--- config.mk ---
export PLATFORM = sky130hd
export DESIGN_NAME = mult_control_unit
export DESIGN_NICKNAME = d
export VERILOG_FILES = /design/src/rtl/mult_control_unit.sv
export SDC_FILE = /design/constraint.sdc
export NUM_CORES = 1
export LEC_CHECK = 0
export ABC_AREA = 1
export CORE_ASPECT_RATIO = 1.1
export CORE_MARGIN = 4
export CORE_UTILIZATION = 42
export DETAILED_ROUTE_END_ITERATION = 7
export PLACE_DENSITY = 0.85
export RECOVER_POWER = 100
export SLEW_MARGIN = 0
export SYNTH_ARGS = -nofsm -noshare
export SYNTH_HDL_FRONTEND = slang
export SYNTH_SLANG_ARGS = --single-unit
--- constraint.sdc ---
create_clock -name clk -period 1.8 [get_ports clk]
set_input_delay 0.36 -clock clk [delete_from_list [all_inputs] [get_ports clk]]
set_output_delay 0.36 -clock clk [all_outputs]
set_load 0.02 [all_outputs]
--- src/rtl/mult_control_unit.sv ---
`timescale 1ns/1ps
// mult_control_unit
// Sequencer for the shift-add multiplier datapath. It takes a host start
// request, captures both operands, and steps the datapath through
// load/add/shift/decrement. On termination it captures the product and
// presents it with a one-cycle done pulse.
module mult_control_unit #(
  parameter int BITS = 8
) (
  input  logic              clk,
  input  logic              rst,
  input  logic              start,
  input  logic [BITS-1:0]   Multiplicando,
  input  logic [BITS-1:0]   Multiplicador,
  output logic              ready,
  output logic              done,
  output logic              error,
  output logic [2*BITS:0]   Resultado,
  output logic [BITS-1:0]   DP_B,
  output logic [BITS-1:0]   DP_Q,
  output logic              Load_Regs,
  output logic              Add_Regs,
  output logic              Shift_Regs,
  output logic              Decr_P,
  input  logic              Q0,
  input  logic              Zero,
  input  logic [2:0]        P,
  input  logic [2*BITS:0]   Producto
);

  // The iteration counter must be able to hold the value BITS itself.
  localparam int CW = $clog2(BITS + 1);
  localparam logic [CW-1:0] ITER_LIMIT = CW'(BITS);

  typedef enum logic [2:0] {
    S_IDLE,
    S_LOAD,
    S_SETTLE,
    S_CHECK,
    S_ADD,
    S_SHIFT,
    S_DECR,
    S_DONE
  } state_t;

  state_t          r_state;
  state_t          w_next;
  logic [CW-1:0]   r_iter;
  logic [BITS-1:0] r_dpB;
  logic [BITS-1:0] r_dpQ;
  logic [2*BITS:0] r_result;
  logic            r_error;
  logic            w_accept;
  logic            w_guardTrip;
  logic            w_enterDone;

  // The datapath count is only kept on the port for debug visibility;
  // folding it here makes it clear no decision depends on it.
  logic w_unused;
  assign w_unused = ^P;

  // State register; an asynchronous reset parks the sequencer in IDLE.
  always_ff @(posedge clk or negedge rst) begin
    if (!rst) begin
      r_state <= S_IDLE;
    end else begin
      r_state <= w_next;
    end
  end

  // Next-state decode. Zero and Q0 are consulted only in CHECK, so status
  // glitches in any other state cannot steer the sequence.
  always_comb begin
    w_next      = r_state;
    w_accept    = 1'b0;
    w_guardTrip = 1'b0;
    w_enterDone = 1'b0;
    case (r_state)
      S_IDLE: begin
        if (start) begin
          w_accept = 1'b1;
          w_next   = S_LOAD;
        end
      end
      S_LOAD:   w_next = S_SETTLE;
      S_SETTLE: w_next = S_CHECK;
      S_CHECK: begin
        if (Zero) begin
          w_enterDone = 1'b1;
          w_next      = S_DONE;
        end else if (r_iter == ITER_LIMIT) begin
          w_guardTrip = 1'b1;
          w_enterDone = 1'b1;
          w_next      = S_DONE;
        end else if (Q0) begin
          w_next = S_ADD;
        end else begin
          w_next = S_SHIFT;
        end
      end
      S_ADD:   w_next = S_SHIFT;
      S_SHIFT: w_next = S_DECR;
      S_DECR:  w_next = S_CHECK;
      S_DONE:  w_next = S_IDLE;
      default: w_next = S_IDLE;
    endcase
  end

  // Iteration counter: cleared on accept, bumped on each decrement, and
  // held at BITS so a stuck Zero can never wrap it back under the limit.
  always_ff @(posedge clk or negedge rst) begin
    if (!rst) begin
      r_iter <= '0;
    end else if (w_accept) begin
      r_iter <= '0;
    end else if (r_state == S_DECR && r_iter != ITER_LIMIT) begin
      r_iter <= r_iter + CW'(1);
    end
  end

  // Operand capture; the datapath sees stable operands until the next start.
  always_ff @(posedge clk or negedge rst) begin
    if (!rst) begin
      r_dpB <= '0;
      r_dpQ <= '0;
    end else if (w_accept) begin
      r_dpB <= Multiplicando;
      r_dpQ <= Multiplicador;
    end
  end

  // Product capture on the way into DONE, so Resultado is already valid
  // during the cycle that done is high.
  always_ff @(posedge clk or negedge rst) begin
    if (!rst) begin
      r_result <= '0;
    end else if (w_enterDone) begin
      r_result <= Producto;
    end
  end

  // Guard flag: raised alongside done when the iteration limit trips and
  // held until the host starts another multiply.
  always_ff @(posedge clk or negedge rst) begin
    if (!rst) begin
      r_error <= 1'b0;
    end else if (w_accept) begin
      r_error <= 1'b0;
    end else if (w_guardTrip) begin
      r_error <= 1'b1;
    end
  end

  // Status and strobes are plain state decodes, so only one strobe can
  // ever be high and all of them drop the instant reset is applied.
  assign ready      = (r_state == S_IDLE);
  assign done       = (r_state == S_DONE);
  assign Load_Regs  = (r_state == S_LOAD);
  assign Add_Regs   = (r_state == S_ADD);
  assign Shift_Regs = (r_state == S_SHIFT);
  assign Decr_P     = (r_state == S_DECR);
  assign error      = r_error;
  assign Resultado  = r_result;
  assign DP_B       = r_dpB;
  assign DP_Q       = r_dpQ;

endmodule

==> results of run 1 <==
[path summary, 6_finish.rpt]
| check | slack (ns) | end | cells past startpoint |
|---|---|---|---|
| worst max-delay path | 0.09 | Resultado[1] | 1 |
| worst min-delay path | 0.48 | DP_Q[3] | 2 |
| worst max register to register | 0.22 | Resultado[11] | 8 |
| worst min register to register | 0.48 | DP_Q[3] | 2 |
| max in group asynchronous | 0.24 | r_state[2] | 3 |
| min in group asynchronous | 0.74 | Resultado[5] | 2 |
[power by group]
part	internal (mW)	switching, mW
sequential	1.32	0.236
clock	0.346	0.297
combinational	0.828	1.13
total	2.50	1.67
[worst register-to-register path: stages, from the launching register on]
cell     delay, ns
dfrtp_1       0.40
inv_1         0.10
ha_1          0.17
nand2_1       0.06
nor2_1        0.26
o21ai_4       0.07
buf_4         0.24
nand2_1       0.09
o21ai_0       0.08
[sequential cells by signal, summed over array words and instances, names as in the netlist]
register and cells:
DP_B 8, DP_Q 8, Resultado 17, error 1, r_iter 4, r_state 3
[cell families after synthesis]
kind of cell | synth area share
AO/OA/AOI/OAI | 0.1131
AND/OR/NAND/NOR | 0.2173
flip-flops | 0.5586
XOR/XNOR | 0.004769
buffers and inverters | 0.09264
adder cells (fa/ha/maj) | 0.01362
[through the flow]
step                        util  instances
after floorplan                -        201
final                     0.6547        339
after detailed placement  0.6523        330
after global routing      0.6547        339
after CTS                 0.6780        339
after global placement    0.6523        330
[cells in the mapped netlist]
cell	number
a21oi_1	1
a21oi_2	1
buf_2	1
buf_6	5
dfrtp_1	41
ha_1	2
inv_1	27
inv_2	2
nand2_1	72
nand2_2	4
nand3_1	8
nand3_2	1
nor2_1	10
nor2_4	1
nor3_1	1
o21ai_0	2
o21ai_1	2
o21ai_2	18
o21ai_4	1
xor2_1	1
[layout make-up]
| cell class | count | area [um^2] | area share |
|---|---|---|---|
| inverter | 29 | 108.9 | 0.04071 |
| multi-input combinational | 125 | 569.3 | 0.2129 |
| clock buffer | 7 | 96.34 | 0.03603 |
| tap | 52 | 65.06 | 0.02433 |
| timing repair buffer | 84 | 802.0 | 0.3000 |
| clock inverter | 1 | 5.005 | 0.001872 |
| sequential | 41 | 1027 | 0.3842 |
[per-layer routing]
metal	wire length (um)	vias up	track usage
met3	316	6	0.06072
met5	0	-	0
met2	1921	53	0.2579
met4	44	0	0.04323
li1	-	786	-
met1	1745	699	0.1733
[placed cells by master (no fill, tap or decap)]
cell type         n
clkbuf_4          1
clkbuf_2          1
clkbuf_8          7
dfrtp_2           1
o21ai_2           2
clkdlybuf4s50_1  36
a21oi_1           2
nor3_1            1
buf_4             4
o21ai_0          20
xor2_1            1
clkbuf_1          3
nand2_2           3
dlygate4sd3_1    35
nor2_1           10
nand3_1           9
dfrtp_1          40
ha_1              2
clkdlybuf4s15_1   2
nand2_1          73
clkinv_2          1
dlygate4sd2_1     2
inv_1            28
o21ai_4           1
nor2_4            1
inv_2             1
[what timing repair did]
item	4_1_cts	5_1_grt
buffers inserted	0	0
hold buffers	1	0
gates resized for setup	7	6
hold endpoints to repair	16	0
setup endpoints to repair	6	4
==> metrics, run 1 <==
total congestion overflow 0; minimum clock period 1.706 ns; core area 0.004084 mm^2; final worst slack 0.09425 ns; layout cell share with drive strength beyond 1 0.08014; Hold Fails Final Rpt 0; Die ar. 0.005496 mm^2; CP Cell Sequence dlygate4sd3_1; post-route cell area 0.002674 mm^2; status completed; Post-DP Area roughly 0.0027 mm^2; Synth area leader dfrtp_1; Fin Setup TNS 0 ns; worst hold slack 0.4751 ns; drt initial violations 68; row count 24; Max-Cap Viols 0; initial core utilization 0.4498; total power 4.163 mW; initial antenna violation count 0; # IOs 81; crit path from Resultado[1]; Syn Inst Count 201; crit path buf inv count 1; Vias/cell between 4 and 5; number of buffers created by CTS 5; Worst Hold Launch DP_Q[3]; Place WS 0.1091 ns; Ant. Diodes 0; root buf cell clkbuf_8; Detailed Routing Iterations Pass 1 4; Final HPWL DP about 3.1 mm; wire per inst 11.88 um; clk buf depth 2; fillcell total 378; max-slew violation count 0; #FFs+latches synth 41; PortBufs just under 80; Via Count 1,544; critical path data arrival time approximately 1.4 ns; Top delay family on crit path buffers and inverters; max incr delay on CP 0.69 ns; Worst Tran Pin Value between 0.9 and 1 ns; DRC 0; Reg clk slew, reported paths around 0.080 ns; fmax about 590 MHz; vias in the first global route 1,504; r2r startpoint r_iter[0]; Total Nets Final 329; largest net degree at the start of global routing 36; Slowest cell on crit path dlygate4sd3_1; crit path max fanout 2; # setup viols final 0; TritonCTS clock tree done; first-pass GRT wire length 6.589 mm; VDD IR max 0.0006754 V; ranking of synthesized cells by area dfrtp_1 56%, nand2_1 15%, o21ai_2 8.6%, inv_1 5.5%, buf_6 3.1%; clock sinks 41; startpoint types register; GRT Util Overall 0.1506; data required time of the worst path 1.44 ns; RSZ-0062 raised after global routing false; syn_nets approximately 240; area of the mapped netlist 0.001837 mm^2; P per Cell Area 1557 mW/mm^2; GPL Wtd Cong 0.7523; WS Path Type register to output pin; layout overhead on the synthesized area 45.57%; routed wire length 4.028 mm; Pleak 1.398 nW; Hold Path Class register to register; crit path capture type output pin; synth unique cells 20; Die X-Extent ~71 um; die height between 70 and 80 um; share of the synthesized area in the top cell type 0.5586; fin crit share 0.9476; YS warnings 0; Rel. slew slack 0.3525; Final ANT Viol Nets 0; Mean Syn Cell Area 9.138 um^2; htree depth 2; latest clock arrival within the worst-skew pair 0.29 ns; Layout Skew 0.007226 ns; Seq/Total Area, Yosys 0.5586
(Power assumes the default switching activity.)
==> run 2: changes to the inputs <==
- GPL_ROUTABILITY_DRIVEN: default -> 1
- HOLD_SLACK_MARGIN: default -> 0.15
==> results of run 2 <==
No change in the layout: final DEF, timing and power equal those of run 1.
==> run 3: changes to the inputs <==
- CORE_UTILIZATION: 42 -> 37
- GPL_ROUTABILITY_DRIVEN: 1 -> 0
- PLACE_DENSITY: 0.85 -> 0.8
- clock period: 1.8 -> 1.5 ns (I/O delays scaled with it)
==> metrics, run 3 (synthesis results as in run 1) <==
RSZ-0062 raised after global routing true; r2r startpoint r_iter[0]; largest net degree at the start of global routing 35 (-2.8%); Worst Tran Pin Value 0.5747 ns (-0.3965 ns); clock sinks 41 (unchanged); met1 wire length 1.793 mm (+2.8%); Rel. slew slack 0.6169 (+0.2644); latest clock arrival within the worst-skew pair 0.29 ns (about the same); vias in the first global route 1,490 (-0.93%); WS Path Type register to register; TritonCTS clock tree done; initial antenna violation count 0 (unchanged); Hold Path Stages 2 (unchanged); flop2flop setup slack 0.05 ns (-0.17 ns); # IOs 81 (unchanged); Pleak 1.584 nW (+13%); startpoint types register; Detailed Routing Iterations Pass 1 4 (unchanged); Reg clk slew, reported paths 0.07 ns (about the same); Via Count 1,586 (+2.7%); Worst Reg-to-Reg Cells 9 (+1); root buf cell clkbuf_8; max incr delay on CP 0.40 ns (-0.29 ns); Max-Cap Viols 0 (unchanged); max-slew violation count 0 (unchanged); P per Cell Area 1916 mW/mm^2 (+23%); drt initial violations 47 (-31%); Die X-Extent 75.18 um (+5.8%); Largest register FFs 17 (unchanged); met3 routed WL 371 um (+17%); Vias/cell 4.430 (-2.7%); GRT Util Overall 0.1385 (-0.01212); PortBufs 77 (unchanged); htree depth 2 (unchanged); most frequent cells in the layout 69 x nand2_1, 38 x dfrtp_1, 36 x clkdlybuf4s50_1; Die ar. 0.006157 mm^2 (+12%); Layout Skew 0.008197 ns (+0.0009714 ns); Total Nets Final 344 (+4.6%); wire per inst 12.47 um (+4.9%); r2r endpoint Resultado[7]; DR top layer met4; final worst slack 0.04732 ns (-0.04692 ns); CP Cell Sequence inv_2, ha_4, nand2_2, nor2_4, o21ai_4, buf_12, clkbuf_16, nand2_1, o21ai_2; crit path from r_iter[0]; fmax 688.4 MHz; minimum clock period 1.453 ns; layout overhead on the synthesized area 62.67%; clk buf depth 2 (unchanged); fin crit share 0.9685; VDD IR max 0.0008255 V (+22%); core area 0.004717 mm^2 (+16%); row count 26 (+8.3%); Final ANT Viol Nets 0 (unchanged); Hold Fails Final Rpt 0 (unchanged); commonest non-fill, non-tap cell in the layout nand2_1; status completed; initial core utilization 0.3894 (-0.06036); routed wire length 4.463 mm (+11%); Slowest cell on crit path dfrtp_1; crit path capture type register; Hold Path Class register to register; Final HPWL DP 3.059 mm (-2.6%); crit path capture Resultado[7]; Ant. Diodes 0 (unchanged); layout cell share with drive strength beyond 1 0.2649 (+0.1848); critical path data arrival time 1.64 ns (+0.29 ns); DRC 0 (unchanged); first-pass GRT wire length 6.479 mm (-1.7%); # setup viols final 0 (unchanged); met2 wire len 2.247 mm (+17%); total congestion overflow 0 (unchanged); data required time of the worst path 1.69 ns (+0.25 ns); Util after Layout 0.6334 (-0.02130); crit path max fanout 8 (+6); number of buffers created by CTS 5 (unchanged); die height 81.90 um (+5.9%); Place WS -0.1592 ns (-0.2683 ns)
run 3: cell types whose count changed in the layout (fill, tap and decap cells not counted), sizes merged:
cell,change
dlygate4sd3,-34
dlygate4sd2,+32
buf,+21
clkbuf,-2
clkdlybuf4s15,-2
bufinv,+1
clkinv,-1
run 3: worst min-delay path by stage:
| stage | start | to | slack, ns |
|---|---|---|---|
| after global routing | Resultado[12] | Resultado[12] | 0.50 |
| after detailed placement | rst | DP_Q[2] | 0.31 |
| final | DP_B[3] | DP_B[3] | 0.48 |
| after floorplan | rst | DP_B[0] | 0.004 |
| after CTS | DP_B[3] | DP_B[3] | 0.48 |
| after global placement | rst | DP_Q[3] | 0.30 |
run 3: per-layer routing:
metal	track usage	vias to the layer above
li1	-	812
met1	0.1549	714
met2	0.2395	54
met3	0.05263	6
met4	0.04720	0
met5	0	-
run 3: layout make-up:
cell class,count,area (um^2)
fillers,401,1729
flip-flops and latches,41,1030
repair buffers,99,967.2
multi-input cells,125,693.2
inverters,29,111.4
clock buffers,7,86.33
well taps,56,70.07
clock inverters,1,30.03
run 3: report_power, final:
part	switching, mW	internal, mW	leakage [nW]	total [mW]
combinational	1.59	1.31	1.01	2.91
clock	0.361	0.542	0.0585	0.904
sequential	0.324	1.59	0.516	1.92
total	2.28	3.45	1.58	5.73
run 3: timing repair:
item | 4_1_cts | 5_1_grt
hold endpoints to repair | 21 | 0
setup endpoints to repair | 50 | 23
resized for setup | 64 | 25
buffers inserted | 3 | 5
pin swaps | 1 | 3
hold buffers | 1 | 0
gates cloned | 0 | 4
run 3: metrics by stage:
stage	hold slack (ns)	power (mW)	instance area [um^2]	std cells	TNS, ns
global route	0.5039	6.155	2988	358	-0.03707
finish	0.4751	5.726	2988	358	0
floorplan	0.004409	3.431	1837	201	0
CTS	0.4821	5.416	2794	349	0
global placement	0.3018	4.683	2704	337	-0.5888
detailed placement	0.3077	4.755	2704	337	-0.7414
run 3: worst max-delay path: cells and delay by family (launching register included):
family | cells | cell delay, ns
flops | 1 | 0.40
buf+inv | 3 | 0.38
simple gates | 3 | 0.29
fa+ha+maj | 1 | 0.14
compound gates | 2 | 0.13
